### config.mk
export PLATFORM = sky130hd
export DESIGN_NAME = mod_exp
export DESIGN_NICKNAME = d
export VERILOG_FILES = /design/src/rtl/mod_exp.sv
export SDC_FILE = /design/constraint.sdc
export NUM_CORES = 2
export LEC_CHECK = 0
export CAP_MARGIN = 20
export CORE_AREA = 2 2 606 608
export CTS_CLUSTER_DIAMETER = 200
export DETAILED_ROUTE_END_ITERATION = 16
export DIE_AREA = 0 0 608 610
export SLEW_MARGIN = 0
export SYNTH_ARGS = -nofsm -noshare
export SYNTH_HDL_FRONTEND = slang
export SYNTH_SLANG_ARGS = --single-unit
### constraint.sdc
create_clock -name clk -period 2.3 [get_ports clk]
set_input_delay 0.345 -clock clk [delete_from_list [all_inputs] [get_ports clk]]
set_output_delay 0.345 -clock clk [all_outputs]
set_load 0.02 [all_outputs]
### src/rtl/mod_exp.sv
// mod_exp: left-to-right square-and-multiply modular exponentiator,
// result = base^exponent mod n. It drives one external modular multiplier,
// which holds the fixed modulus n, through its operand and restart ports.
// Optional build macro MOD_EXP_SKIP_LEADING_EN: while the accumulator still
// holds its initial value of 1, leading squarings are skipped and the first
// 1 bit loads the base directly. Results are identical either way.
module mod_exp #(
    parameter int WIDTH     = 256,
    parameter int EXP_WIDTH = 256
) (
    input  logic                 clk,
    input  logic                 Reset,
    input  logic                 start,
    input  logic [WIDTH-1:0]     base,
    input  logic [EXP_WIDTH-1:0] exponent,
    output logic                 busy,
    output logic                 done,
    output logic [WIDTH-1:0]     result,
    output logic                 mul_reset,
    output logic [WIDTH-1:0]     mul_a,
    output logic [WIDTH-1:0]     mul_b,
    input  logic                 mul_done,
    input  logic [WIDTH-1:0]     mul_product
);

    localparam int CNT_W = $clog2(EXP_WIDTH + 1);

    typedef enum logic [2:0] {
        IDLE,
        LOAD,
        SQ_START,
        SQ_WAIT,
        MUL_START,
        MUL_WAIT,
        NEXT_BIT,
        FINISH
    } state_t;

    state_t               state_q,   state_d;
    logic [WIDTH-1:0]     acc_q,     acc_d;
    logic [EXP_WIDTH-1:0] e_sh_q,    e_sh_d;
    logic [WIDTH-1:0]     b_reg_q,   b_reg_d;
    logic [CNT_W-1:0]     bit_cnt_q, bit_cnt_d;
    logic                 busy_q,    busy_d;
    logic                 done_q,    done_d;
    logic [WIDTH-1:0]     result_q,  result_d;
    logic [WIDTH-1:0]     mul_a_q,   mul_a_d;
    logic [WIDTH-1:0]     mul_b_q,   mul_b_d;
`ifdef MOD_EXP_SKIP_LEADING_EN
    logic                 one_acc_q, one_acc_d;
`endif

    // Next-state and datapath updates for the square-and-multiply sequencer.
    always_comb begin
        // NOTE: every _d signal gets a default first so no path infers a latch.
        state_d   = state_q;
        acc_d     = acc_q;
        e_sh_d    = e_sh_q;
        b_reg_d   = b_reg_q;
        bit_cnt_d = bit_cnt_q;
        busy_d    = busy_q;
        done_d    = done_q;
        result_d  = result_q;
        mul_a_d   = mul_a_q;
        mul_b_d   = mul_b_q;
`ifdef MOD_EXP_SKIP_LEADING_EN
        one_acc_d = one_acc_q;
`endif

        case (state_q)
            IDLE: begin
                if (start) begin
                    b_reg_d   = base;
                    e_sh_d    = exponent;
                    acc_d     = WIDTH'(1);
                    bit_cnt_d = CNT_W'(EXP_WIDTH);
                    done_d    = 1'b0;
                    busy_d    = 1'b1;
`ifdef MOD_EXP_SKIP_LEADING_EN
                    one_acc_d = 1'b1;
`endif
                    state_d   = LOAD;
                end
            end

            LOAD: begin
`ifdef MOD_EXP_SKIP_LEADING_EN
                state_d = one_acc_q ? NEXT_BIT : SQ_START;
`else
                state_d = SQ_START;
`endif
            end

            // Operands are registered here and stay stable through the wait,
            // since the multiplier reads them live once it leaves Init.
            SQ_START: begin
                mul_a_d = acc_q;
                mul_b_d = acc_q;
                state_d = SQ_WAIT;
            end

            SQ_WAIT: begin
                if (mul_done) begin
                    acc_d   = mul_product;
                    state_d = e_sh_q[EXP_WIDTH-1] ? MUL_START : NEXT_BIT;
                end
            end

            MUL_START: begin
                mul_a_d = acc_q;
                mul_b_d = b_reg_q;
                state_d = MUL_WAIT;
            end

            MUL_WAIT: begin
                if (mul_done) begin
                    acc_d   = mul_product;
                    state_d = NEXT_BIT;
                end
            end

            NEXT_BIT: begin
`ifdef MOD_EXP_SKIP_LEADING_EN
                // While acc is still 1, squaring is a no-op and a 1 bit
                // simply makes acc equal to the base.
                if (one_acc_q && e_sh_q[EXP_WIDTH-1]) begin
                    acc_d     = b_reg_q;
                    one_acc_d = 1'b0;
                end
`endif
                e_sh_d    = e_sh_q << 1;
                bit_cnt_d = bit_cnt_q - CNT_W'(1);
                if (bit_cnt_d == '0) begin
                    state_d = FINISH;
                end else begin
`ifdef MOD_EXP_SKIP_LEADING_EN
                    state_d = one_acc_d ? NEXT_BIT : SQ_START;
`else
                    state_d = SQ_START;
`endif
                end
            end

            FINISH: begin
                result_d = acc_q;
                done_d   = 1'b1;
                busy_d   = 1'b0;
                state_d  = IDLE;
            end

            default: state_d = IDLE;
        endcase
    end

    // State and datapath registers with synchronous active-high reset.
    always_ff @(posedge clk) begin
        // NOTE: non-blocking assignments so every flop samples pre-edge values.
        if (Reset) begin
            state_q   <= IDLE;
            acc_q     <= WIDTH'(1);
            e_sh_q    <= '0;
            b_reg_q   <= '0;
            bit_cnt_q <= '0;
            busy_q    <= 1'b0;
            done_q    <= 1'b0;
            result_q  <= '0;
            mul_a_q   <= '0;
            mul_b_q   <= '0;
`ifdef MOD_EXP_SKIP_LEADING_EN
            one_acc_q <= 1'b0;
`endif
        end else begin
            state_q   <= state_d;
            acc_q     <= acc_d;
            e_sh_q    <= e_sh_d;
            b_reg_q   <= b_reg_d;
            bit_cnt_q <= bit_cnt_d;
            busy_q    <= busy_d;
            done_q    <= done_d;
            result_q  <= result_d;
            mul_a_q   <= mul_a_d;
            mul_b_q   <= mul_b_d;
`ifdef MOD_EXP_SKIP_LEADING_EN
            one_acc_q <= one_acc_d;
`endif
        end
    end

    // The multiplier is held in Init during Reset and restarted for exactly
    // one cycle per launch.
    assign mul_reset = Reset || (state_q == SQ_START) || (state_q == MUL_START);

    assign busy   = busy_q;
    assign done   = done_q;
    assign result = result_q;
    assign mul_a  = mul_a_q;
    assign mul_b  = mul_b_q;

endmodule

# Yosys cells after proc, flatten, opt, wreduce, memory -nomap -nowiden
# Index checks and enable logic that the tools add are counted.
# totals
ff_bits,1550
latchBits,0
mem_bits_rw,0
romBits,0
input_bits,772
output_inout_bits,771
memories,0
# op_classes
n_addsub,1
mul,0
n_div,0
n_lt_le_gt_ge,0
eq_ne,11
n_shift,0
muxes,18
bitwise,0
n_reduce_logical,15
# op_table
operator,count
$pmux W256 S2,3
$mux W256,3
$pmux W3 S8,1
$pmux W9 S2,1
$eq A3 B3 Y1 const B,4
$mux W3,4
$logic_not A9 Y1,1
$mux W9,1
$sub A9 B1 Y9 const B,1
$reduce_bool A2 Y1,4
$eq A3 B2 Y1 const B,2
$ne A2 B2 Y1 const B,3
$reduce_and A2 Y1,3
$reduce_and A3 Y1,2
$pmux W1 S2,2
$reduce_or A2 Y1,2
$eq A3 B1 Y1 const B,1
$logic_not A3 Y1,1
$logic_or A1 B1 Y1,2
$mux W1,2
$mux W2,1
$ne A2 B1 Y1 const B,1

# Logic depth before layout (Yosys ltp)
# logic_depth
word_depth,4
ltp_mapped,8
mapped_depth_nobuf,7

# Worst setup path before layout
# Ideal clock, no wire load.
# synth_timing
path_kind,register -> register
start,register bit_cnt_q[3]
end,register state_q[0]
setup_time_ns,0.086
arrival_time_ns,1.728
required_time_ns,2.214
path_slack_ns,0.487
path_stages_with_launch,6
n_path_buf,0
synth_period_minus_slack_ns,1.813
path_cell_list,dfxtp_1 -> or4_1 -> or3_1 -> xor2_1 -> o2111ai_1 -> a211oi_1
# synth_between
elab_chain_cells,4
# synth_lines
element,line_no,rtl
"start, declared",43,"logic [CNT_W-1:0] bit_cnt_q, bit_cnt_d;"
"start signal, assigned",177,bit_cnt_q <= bit_cnt_d;
$sub A9 B1 Y9,132,bit_cnt_d = bit_cnt_q - CNT_W'(1);
$logic_not A9 Y1,133,if (bit_cnt_d == '0) begin
$mux W3,133,
$pmux W3 S8,70,case (state_q)
"end signal, assigned",173,state_q <= state_d;
"end, declared",39,"state_t state_q, state_d;"
# No other way between the ends.
# A chain may end at the register's enable or synchronous reset.

# Worst setup path after layout
# layout_timing
start,register state_q[1]
end,output mul_reset
# layout_between
elab_chain_cells,3
# layout_lines
element,line_no,rtl
$eq A3 B2 Y1,191,assign mul_reset = Reset || (state_q == SQ_START) || (state_q == MUL_START);
$logic_or A1 B1 Y1,191,
$logic_or A1 B1 Y1 (*),191,
"end, declared",19,"output logic mul_reset,"
# Mark *: on every way between the ends. The rest lies on a longest branch, timed or not.

==> results.cfg <==
[outcome]
outcome = finished clean

[power]
power_density_mw_per_mm2 = 782
seqPwrFrac_pct = 41.9
combinationalPowerShare_pct = 15.1
p_int_w = 0.0502
power_frac_clock_pct = 43.0
finalPower_w = 0.0698
peakVddDrop_uv = 615
power_leakage_nw = 30.8
netSwitchingFraction_pct = 28.1
power_switching_w = 0.0196

[route]
avgRoutedWirePerCell_um = 21.7
avgViaCountPerCell = 4.29
drt_iter0_drc = 6365
drc = 0
wirelength_mm = 307
num_vias = 60600
antenna_left = 0
dr.pass1.iters = 6

[clocking]
htreeDepth = 4
ctsRootBufferMaster = clkbuf_16
cts_buffer_depth = 4
clkSlewWorstSetupHoldPaths_ps = 60
cts_buffers = 180
cts.sinks = 1550
clkLatencyLatePin_ps = 860
tritoncts = done

[grt]
grt_overflow = 0
grt_pass1_wl_mm = 424
antenna_found_initial = 68
grt.total_usage_pct = 15.7
grt_max_degree = 181
grt_pass1_vias = 56400

[critical_path]
reg2reg_to = e_sh_q[125]$_SDFFE_PP0P_
reg2reg_slack_ps = 140
start_kind = register
r2r-start = state_q[0]$_SDFFE_PP0P_
worstSetupEndpointType = output port
crit_required_ps = 1960
crit_chain = xor2_2 > buf_4 > nand2b_4 > nand2b_4 > buf_8
cpPeakStageDelay_ps = 370
crit_fanout = 5
arrival_ps = 1890
r2r_cells = 6
cp_common_cell = nand2b_4
critPathKind = register to output port
worst_path_max_delay_cell = dfxtp_4

[sta]
rsz0062_at_grt = true
finClkSkew_ps = 74.6
slew_headroom_pct = 38.3
hold_viol_final = 0
finalMaxSlewViolations = 0
timing.final.crit_share_pct = 97.3
timing.hold.ws_ps = 72.8
tightestPinTransition_ps = 926
setup_violations = 0
period_needed_ps = 2240
fmaxAchievable_mhz = 447

[floorplan]
die_area_sq_mm = 0.371
core_area_sq_mm = 0.364
rows = 222
die_h_um = 610
initial_core_util_pct = 15.9
die_w_um = 608
io_pins = 1543

[hold_path]
worstHoldPathType = input pin to register
hold_path_depth = 3
hold_end = acc_q[83]$_SDFFE_PP0P_
holdCritStartpoint = Reset

[cells_and_area]
final_cell_area_sq_mm = 0.0893
area_growth_pct = 54.2
regArea_sq_mm = 0.0310
layout.nets = 9904
fin_cells = 14100
drive_gt1_share_pct = 7.13
final_util_pct = 24.5
fillerInstances = 39900
final_cell_mix = nand2_1, dfxtp_1, clkdlybuf4s50_1, a21oi_1, nor2_1
multi_input_area_sq_mm = 0.0240
layout_commonest_cell = nand2_1

[yosys]
synth_cell_types = 37
synthArstFlopShare_pct = 0
avgSynthCellArea_sq_um = 7.81
synth-edff-count = 0
ys_warn_count = 0
syn_inst = 7422
syn-num-nets = 8196
ys_top_cells_by_area = dfxtp_1, nand2_1, a21oi_1, a311oi_1, nor2_1
synthDominantCellAreaShare_pct = 53.6
synth_flop_cell = dfxtp_1
yosys_register_bits = 1550
syn_area_sq_mm = 0.0579
yosysSeqAreaShare_pct = 53.6
yosysTopAreaCell = dfxtp_1

[job]
cap_violations = 0

[placement]
gp_congestion = 0.917
placedCellCount = 13500
post-dp-hpwl_mm = 237
port_buffers = 1542
place_area_sq_mm = 0.0802
-- synthesized netlist by cell type, drive strengths merged, types with 3 or more instances --
library cell  number
nand3b             3
inv                3
xor2               4
nand3            257
clkbuf           329
nand2           2819
nor4               3
nor3               5
a21oi           1034
buf              334
dfxtp           1550
o21ai              7
nor2             527
a311oi           514
nand2b             4
-- metal layers --
layer	up-vias	share of wire (%)	wire length [um]	GRT usage, %
met5	-	0.0033	10	0
met4	2	4.9	15200	7.31
met3	524	7.3	22500	3.03
met2	2601	47	143000	25.7
met1	29200	41	127000	19.7
li1	28300	-	-	-
-- power by group through the flow --
stage | Sequential [W] | Clock, W | Combinational (W)
after detailed placement | 0.0298 | 0 | 0.0101
final | 0.0292 | 0.0301 | 0.0105
after floorplan | 0.0302 | 0 | 0.00414
after global routing | 0.0294 | 0.0317 | 0.0112
after global placement | 0.0298 | 0 | 0.0101
after CTS | 0.0292 | 0.0307 | 0.0105
-- worst max-delay path, delay by kind of cell (launching register included) --
kind / cells / cell delay (ps)
flops: 1 / 370
simple gates: 2 / 180
buf+inv: 2 / 290
xor+xnor: 1 / 180
-- worst max path at each step --
| stage | startpoint | endpoint | slack [ps] | depth (start not counted) |
|---|---|---|---|---|
| after floorplan | bit_cnt_q[3]$_SDFFE_PP0P_ | state_q[0]$_SDFFE_PP0P_ | 490 | 5 |
| after global placement | start | e_sh_q[109]$_SDFFE_PP0P_ | -90 | 8 |
| after global routing | state_q[1]$_SDFFE_PP0P_ | mul_reset | -20 | 5 |
| final | state_q[1]$_SDFFE_PP0P_ | mul_reset | 60 | 5 |
| after detailed placement | start | e_sh_q[249]$_SDFFE_PP0P_ | -110 | 8 |
| after CTS | state_q[2]$_SDFFE_PP0P_ | mul_reset | -60 | 5 |
-- registers in the layout, summed over array words and instances (netlist names) --
signal / flops
acc_q: 256
b_reg_q: 256
bit_cnt_q: 9
busy: 1
done: 1
e_sh_q: 256
mul_a: 256
mul_b: 256
result: 256
state_q: 3
-- repair_timing --
action	CTS	global route
pin swaps	0	1
gates resized for setup	223	6
hold buffers	307	0
setup buffers	0	4
setup endpoints to repair	211	6
endpoints found under the hold margin	310	0
-- final cells by class --
type	count	share of cell area (%)
Inverter	3	0.0126
Sequential cell	1550	34.7
Multi-Input combinational cell	5206	26.9
Clock inverter	68	1.02
Antenna cell	48	0.134
Tap cell	4816	6.74
Timing Repair Buffer	2189	24.6
Clock buffer	259	5.83
-- kinds of logic (layout without fill, tap and decap cells) --
family	Yosys count	after routing	share of synthesized area, %
simple gates	3632	3632	24.3
compound gates	1566	1566	16.9
flops	1550	1550	53.6
buf+inv	666	2519	5.15
xor+xnor	4	4	0.0605
fa+ha+maj	2	2	0.0432
mux	2	2	0.0346
other cells	0	48	0
-- per-stage QoR --
| stage | setup slack (ps) | setup TNS [ps] |
|---|---|---|
| finish | 61.4 | 0 |
| CTS | -62.6 | -62.6 |
| detailed placement | -109 | -7450 |
| floorplan | 487 | 0 |
| global placement | -91.9 | -3740 |
| global route | -16.7 | -16.7 |
No activity file was read; power rests on OpenSTA's default activity.
